## config.mk

```make
export PLATFORM = sky130hd
export DESIGN_NAME = load_value_predictor
export DESIGN_NICKNAME = d
export VERILOG_FILES = /design/src/rtl/load_value_predictor.sv
export SDC_FILE = /design/constraint.sdc
export NUM_CORES = 1
export LEC_CHECK = 0
export ABC_CLOCK_PERIOD_IN_PS = 13400
export CORE_UTILIZATION = 67
export DETAILED_ROUTE_END_ITERATION = 7
export GPL_ROUTABILITY_DRIVEN = 0
export HOLD_SLACK_MARGIN = 0.05
export MAX_ROUTING_LAYER = met4
export PLACE_DENSITY_LB_ADDON = 0.1
export SLEW_MARGIN = 25
export SYNTH_ARGS = -nofsm -noshare
export SYNTH_HDL_FRONTEND = slang
export SYNTH_SLANG_ARGS = --single-unit
```

## constraint.sdc

```tcl
create_clock -name clock -period 13.4 [get_ports clock]
set_input_delay 3.35 -clock clock [delete_from_list [all_inputs] [get_ports clock]]
set_output_delay 3.35 -clock clock [all_outputs]
set_load 0.02 [all_outputs]
```

## src/rtl/load_value_predictor.sv

```systemverilog
// Last-value load predictor: tagged direct-mapped value table, EX/MEM tracking slots,
// verify-and-train in MEM, and a flush plus cooldown sequencer after a misprediction.
module load_value_predictor #(
  parameter int DATA_WIDTH      = 32,
  parameter int ADDR_WIDTH      = 32,
  parameter int INDEX_BITS      = 4,
  parameter int CONF_THRESHOLD  = 2,
  parameter int COOLDOWN_CYCLES = 4
) (
  input  logic                  clock,
  input  logic                  reset,
  input  logic                  i_Stall,
  input  logic                  i_DEC_Valid,
  input  logic                  i_DEC_Is_Load,
  input  logic [ADDR_WIDTH-1:0] i_DEC_PC,
  input  logic [DATA_WIDTH-1:0] i_MEM_Load_Data,
  output logic                  o_Predict_Made,
  output logic [DATA_WIDTH-1:0] o_Predicted_Data,
  output logic                  o_Flush,
  output logic [ADDR_WIDTH-1:0] o_Replay_PC,
  output logic [15:0]           o_Predict_Count,
  output logic [15:0]           o_Mispredict_Count
);

  localparam int ENTRIES = 1 << INDEX_BITS;
  localparam int TAG_W   = ADDR_WIDTH - INDEX_BITS - 2;
  localparam int CNT_W   = (COOLDOWN_CYCLES > 1) ? $clog2(COOLDOWN_CYCLES) : 1;
  localparam logic [CNT_W-1:0] CNT_LOAD = CNT_W'(COOLDOWN_CYCLES - 1);
  // A threshold above 3 can never be reached by a 2-bit confidence: clamp to 4.
  localparam logic [2:0] CONF_THR = (CONF_THRESHOLD > 3) ? 3'd4 : 3'(CONF_THRESHOLD);

  typedef enum logic [0:0] {
    ST_RUN  = 1'b0,
    ST_COOL = 1'b1
  } state_e;

  typedef struct packed {
    logic                  valid_load;
    logic                  pred;
    logic [DATA_WIDTH-1:0] pred_data;
    logic [ADDR_WIDTH-1:0] pc;
    logic [INDEX_BITS-1:0] index;
  } slot_t;

  function automatic logic [1:0] conf_inc(input logic [1:0] c);
    if (c == 2'd3) begin
      conf_inc = 2'd3;
    end else begin
      conf_inc = c + 2'd1;
    end
  endfunction

  function automatic logic [15:0] cnt_inc(input logic [15:0] c);
    if (c == 16'hFFFF) begin
      cnt_inc = 16'hFFFF;
    end else begin
      cnt_inc = c + 16'd1;
    end
  endfunction

  state_e           state_q, state_d;
  logic [CNT_W-1:0] cool_q, cool_d;
  slot_t            ex_q, ex_d, mem_q, mem_d, dec_slot_s;
  logic [15:0]      pcnt_q, pcnt_d, mcnt_q, mcnt_d;

  logic [ENTRIES-1:0]    tbl_valid_q;
  logic [TAG_W-1:0]      tbl_tag_q   [ENTRIES];
  logic [DATA_WIDTH-1:0] tbl_value_q [ENTRIES];
  logic [1:0]            tbl_conf_q  [ENTRIES];

  logic [INDEX_BITS-1:0] dec_idx_s;
  logic [TAG_W-1:0]      dec_tag_s, mem_tag_s;
  logic                  dec_load_s, dec_hit_s;
  logic                  verify_s, entry_hit_s, pred_eq_s, value_eq_s, flush_s;
  logic                  wr_en_s;
  logic [1:0]            wr_conf_s;

  assign dec_idx_s  = i_DEC_PC[INDEX_BITS+1:2];
  assign dec_tag_s  = i_DEC_PC[ADDR_WIDTH-1:INDEX_BITS+2];
  assign dec_load_s = i_DEC_Valid & i_DEC_Is_Load;
  assign dec_hit_s  = dec_load_s & tbl_valid_q[dec_idx_s]
                    & (tbl_tag_q[dec_idx_s] == dec_tag_s)
                    & ({1'b0, tbl_conf_q[dec_idx_s]} >= CONF_THR)
                    & (state_q == ST_RUN);

  // Build the slot entering EX from the DECODE lookup.
  always_comb begin
    dec_slot_s            = '0;
    dec_slot_s.valid_load = dec_load_s;
    dec_slot_s.pred       = dec_hit_s;
    dec_slot_s.pred_data  = dec_hit_s ? tbl_value_q[dec_idx_s] : '0;
    dec_slot_s.pc         = i_DEC_PC;
    dec_slot_s.index      = dec_idx_s;
  end

  // Reset wins over a pending verify, so nothing trains or flushes in that cycle.
  assign verify_s    = mem_q.valid_load & ~i_Stall & ~reset;
  assign mem_tag_s   = mem_q.pc[ADDR_WIDTH-1:INDEX_BITS+2];
  assign entry_hit_s = tbl_valid_q[mem_q.index] & (tbl_tag_q[mem_q.index] == mem_tag_s);
  assign pred_eq_s   = (i_MEM_Load_Data == mem_q.pred_data);
  assign value_eq_s  = (i_MEM_Load_Data == tbl_value_q[mem_q.index]);
  assign flush_s     = verify_s & mem_q.pred & ~pred_eq_s;

  // Training decision: every verified load rewrites its entry; only confidence varies.
  always_comb begin
    wr_en_s   = 1'b0;
    wr_conf_s = 2'd0;
    if (verify_s) begin
      wr_en_s = 1'b1;
      if (mem_q.pred) begin
        if (pred_eq_s && entry_hit_s) begin
          wr_conf_s = conf_inc(tbl_conf_q[mem_q.index]);
        end else begin
          wr_conf_s = 2'd0;
        end
      end else begin
        if (entry_hit_s && value_eq_s) begin
          wr_conf_s = conf_inc(tbl_conf_q[mem_q.index]);
        end else begin
          wr_conf_s = 2'd0;
        end
      end
    end else begin
      wr_en_s   = 1'b0;
      wr_conf_s = 2'd0;
    end
  end

  // Verified-prediction and misprediction statistics.
  always_comb begin
    pcnt_d = pcnt_q;
    mcnt_d = mcnt_q;
    if (verify_s && mem_q.pred) begin
      pcnt_d = cnt_inc(pcnt_q);
      if (!pred_eq_s) begin
        mcnt_d = cnt_inc(mcnt_q);
      end else begin
        mcnt_d = mcnt_q;
      end
    end else begin
      pcnt_d = pcnt_q;
      mcnt_d = mcnt_q;
    end
  end

  // Pipeline slot advance; a flush squashes EX and the incoming DECODE load.
  always_comb begin
    ex_d  = ex_q;
    mem_d = mem_q;
    if (i_Stall) begin
      ex_d  = ex_q;
      mem_d = mem_q;
    end else if (flush_s) begin
      ex_d  = '0;
      mem_d = '0;
    end else begin
      ex_d  = dec_slot_s;
      mem_d = ex_q;
    end
  end

  // Cooldown sequencer next state.
  always_comb begin
    state_d = state_q;
    cool_d  = cool_q;
    if (flush_s) begin
      state_d = ST_COOL;
      cool_d  = CNT_LOAD;
    end else begin
      case (state_q)
        ST_RUN: begin
          state_d = ST_RUN;
          cool_d  = cool_q;
        end
        ST_COOL: begin
          if (i_Stall) begin
            state_d = ST_COOL;
            cool_d  = cool_q;
          end else if (cool_q == '0) begin
            state_d = ST_RUN;
            cool_d  = '0;
          end else begin
            state_d = ST_COOL;
            cool_d  = cool_q - CNT_W'(1'b1);
          end
        end
        default: begin
          state_d = ST_RUN;
          cool_d  = '0;
        end
      endcase
    end
  end

  // Control, slot and counter registers.
  always_ff @(posedge clock) begin
    if (reset) begin
      state_q <= ST_RUN;
      cool_q  <= '0;
      ex_q    <= '0;
      mem_q   <= '0;
      pcnt_q  <= 16'd0;
      mcnt_q  <= 16'd0;
    end else begin
      state_q <= state_d;
      cool_q  <= cool_d;
      ex_q    <= ex_d;
      mem_q   <= mem_d;
      pcnt_q  <= pcnt_d;
      mcnt_q  <= mcnt_d;
    end
  end

  // Table valid and confidence bits.
  always_ff @(posedge clock) begin
    if (reset) begin
      tbl_valid_q <= '0;
      for (int i = 0; i < ENTRIES; i++) begin
        tbl_conf_q[i] <= 2'd0;
      end
    end else if (wr_en_s) begin
      tbl_valid_q[mem_q.index] <= 1'b1;
      tbl_conf_q[mem_q.index]  <= wr_conf_s;
    end else begin
      tbl_valid_q <= tbl_valid_q;
    end
  end

  // Table tag and value payload; meaningless until the valid bit is set.
  always_ff @(posedge clock) begin
    if (wr_en_s) begin
      tbl_tag_q[mem_q.index]   <= mem_tag_s;
      tbl_value_q[mem_q.index] <= i_MEM_Load_Data;
    end
  end

  assign o_Predict_Made     = ex_q.valid_load & ex_q.pred;
  assign o_Predicted_Data   = ex_q.pred_data;
  assign o_Flush            = flush_s;
  assign o_Replay_PC        = flush_s ? (mem_q.pc + ADDR_WIDTH'(3'd4)) : '0;
  assign o_Predict_Count    = pcnt_q;
  assign o_Mispredict_Count = mcnt_q;

endmodule

```

==> metrics.txt <==
status=completed; # clock sinks=1147; Setup Skew=0.0269 ns; Min Hold Slack=0.489 ns; most frequent cells in the layout=edfxtp_1, mux4_2, nor2_1; Buffers on Ports=166; Slew HR=0.187; Routed Antenna Nets=0; final setup fails=0; pin count of the biggest net entering global routing=152; Sequential Area=0.0326 mm^2; Die W=286 um; worst-skew pair later-pin latency=0.71 ns; async set-or-reset flop fraction in the synthesized netlist=0; fmax=97.0 MHz; Worst setup EP type=output pin; sw power=1660 uW; max-cap violations=0; post-synth top area cell=edfxtp_1; Placement Cell Area=0.0565 mm^2; Remaining DRCs=0; multi-input logic area=0.0202 mm^2; clock-pin slew on the worst setup and hold paths=0.06 ns; Pre-antenna DRT Iters=5; drt total wl=153 mm; Synth top area share=0.533; flop2flop setup slack=7.81 ns; P_int=6010 uW; GRT Util Overall=0.392; most common cell after layout, fill and taps aside=edfxtp_1; Crit Reg-Reg Endpoint=tbl_conf_q[1][0]$_SDFFCE_PN0P_; TritonCTS Buffers=112; global-route wire length before repair=224 mm; Cell variety after synth=64; Hold Startpoint=ex_q[26]$_SDFFE_PP0N_; layout cells sized above 1=0.235; Post-CTS Setup Bufs=0; Synth area leaders=edfxtp_1, mux4_2, dfxtp_1; Final Cell Area=0.0605 mm^2; min Tclk post-route=10.31 ns; H-tree levels=3; Syn. warnings=0; Post-synth EDFFs=960; vias in the first global route=33800; worst slew pin tran=1.21 ns; hold crit path type=register to register; initial antenna violation count=8; Post-Syn Nets=3433; Post-Route Utilization=0.763; CP startpoint kind=primary input; Flop pwr share=0.507; CP arrival=6.96 ns; RSZ-0062 raised after global routing=no; P&R area growth vs syn=11.9%; dpl hpwl=89.2 mm; drt initial violations=4677; register area share after synthesis=0.602; crit path kind=primary input to output pin; PD cells=127 mW/mm^2; Yosys reg bits=1147; Crit Path Max Fanout=26; Vias=33900; total grt overflow=0; hold buffers post-CTS=0; cell row count=103; Initial Util=0.682; worst endpoint required time=10.05 ns; top_reg_cell synth=edfxtp_1; Leak=0.0185 uW; area of the mapped netlist=0.0541 mm^2; Worst Slack Setup Final=3.09 ns; Sw Share=0.217; Post-Place Worst Slack=3.17 ns; die area=0.0819 mm^2; hold path cells=2; CTS max path bufs=3; reg2reg path depth=10; Final Slew Violations=0; total negative slack=0 ns; combinational share of power=0.056; Syn Inst Count=3358; final hold vios=0; CTS Root Cell=clkbuf_16; Nets=3527; CTS tree=done; Period Utilization, post-route=0.770; clock share of power=0.437; via/cell ratio=7.36; worst vdd ir=0.119 mV; io pins=167; Endpoint, Worst Hold=ex_q[26]$_SDFFE_PP0N_; Layout fillers=4480; syn_area_per_cell=16.1 um^2; core area=0.0794 mm^2; Die H=286 um; Routed WL per cell=33.2 um; post_cts resized=0
area by class of cell:
cell class                      instances  share of cell area
Sequential cell                      1147               0.538
Multi-Input combinational cell       1925               0.333
Clock buffer                          136              0.0493
Timing Repair Buffer                  254              0.0411
Tap cell                             1050              0.0217
Clock inverter                         76              0.0158
Inverter                               12            0.000744
Antenna cell                            7            0.000289
cell families after synthesis:
logic type | Yosys count | synth area share
flops | 1147 | 0.602
simple gates | 774 | 0.0681
mux | 655 | 0.234
compound gates | 308 | 0.0363
buf+inv | 286 | 0.0286
xor+xnor | 182 | 0.0295
fa+ha+maj | 6 | 0.00139
registers in the layout (all words and copies together), names as in the netlist, 2 cells and up, named ones only:
signal	cells
tbl_value_q	512
tbl_tag_q	416
mem_q	66
ex_q	34
o_Predicted_Data	32
tbl_conf_q	32
o_Mispredict_Count	16
o_Predict_Count	16
tbl_valid_q	16
cool_q	2
routing by layer:
layer,part of all wire,vias to the layer above,routed length (um),track usage
li1,-,13600,-,-
met1,0.35,17300,54200,0.518
met2,0.49,2589,74400,0.603
met3,0.11,446,17500,0.0766
met4,0.044,0,6710,0.165
met5,0,-,0,-
critical path, cell delays in order:
cell and delay, ns:
clkdlybuf4s50_1 0.89, xor2_1 0.27, nor4_1 0.59, nand4_1 0.31, o21ai_4 0.50, buf_4 0.39, nor2_1 0.09, clkdlybuf4s50_1 0.55
cells in the mapped netlist, types with 3 or more instances:
master / number
edfxtp_1: 960
mux4_2: 466
nor2_1: 300
nand2_1: 221
dfxtp_1: 187
mux2i_1: 157
a21oi_1: 142
clkbuf_1: 96
xor2_1: 95
xnor2_1: 87
buf_2: 80
nand3_1: 53
buf_4: 52
a22o_1: 41
nor4_2: 31
nand4_1: 29
o21ai_0: 29
nor3_1: 27
buf_1: 26
a22oi_1: 25
nor4_1: 18
a221oi_1: 17
buf_6: 17
or2_2: 17
mux2_2: 15
mux4_1: 15
nor2b_1: 15
and3_1: 14
a211oi_1: 12
and2_1: 12
inv_1: 12
nand2b_1: 12
o22ai_1: 11
ha_1: 6
or3_1: 6
a31oi_1: 5
and4_1: 5
a21o_1: 4
a211o_1: 3
buf_12: 3
o211ai_1: 3
how the worst max path moves through the flow:
stage / startpoint / endpoint / slack (ns) / cells past startpoint
after global routing: i_MEM_Load_Data[27] / o_Replay_PC[6] / 2.93 / 8
after CTS: i_MEM_Load_Data[14] / o_Replay_PC[22] / 3.13 / 8
after detailed placement: i_MEM_Load_Data[14] / o_Replay_PC[22] / 3.17 / 8
after floorplan: reset / tbl_conf_q[0][0]$_SDFFCE_PN0P_ / 4.25 / 5
final: i_MEM_Load_Data[27] / o_Replay_PC[22] / 3.09 / 8
after global placement: i_MEM_Load_Data[14] / o_Replay_PC[11] / 3.20 / 8
per-stage QoR:
| step | std cells | power [uW] |
|---|---|---|
| final | 4607 | 7670 |
| after global routing | 4607 | 7830 |
| after CTS | 4597 | 7670 |
| after detailed placement | 4385 | 4380 |
| after global placement | 4382 | 4370 |
| after floorplan | 3358 | 4240 |
power groups by stage:
stage	clock network [uW]	registers [uW]	logic, uW
finish	3350	3890	430
global placement	0	3960	411
detailed placement	0	3960	421
CTS	3360	3890	424
floorplan	0	3950	287
global route	3490	3890	450
Note: power is estimated with default switching activity, not from simulation.
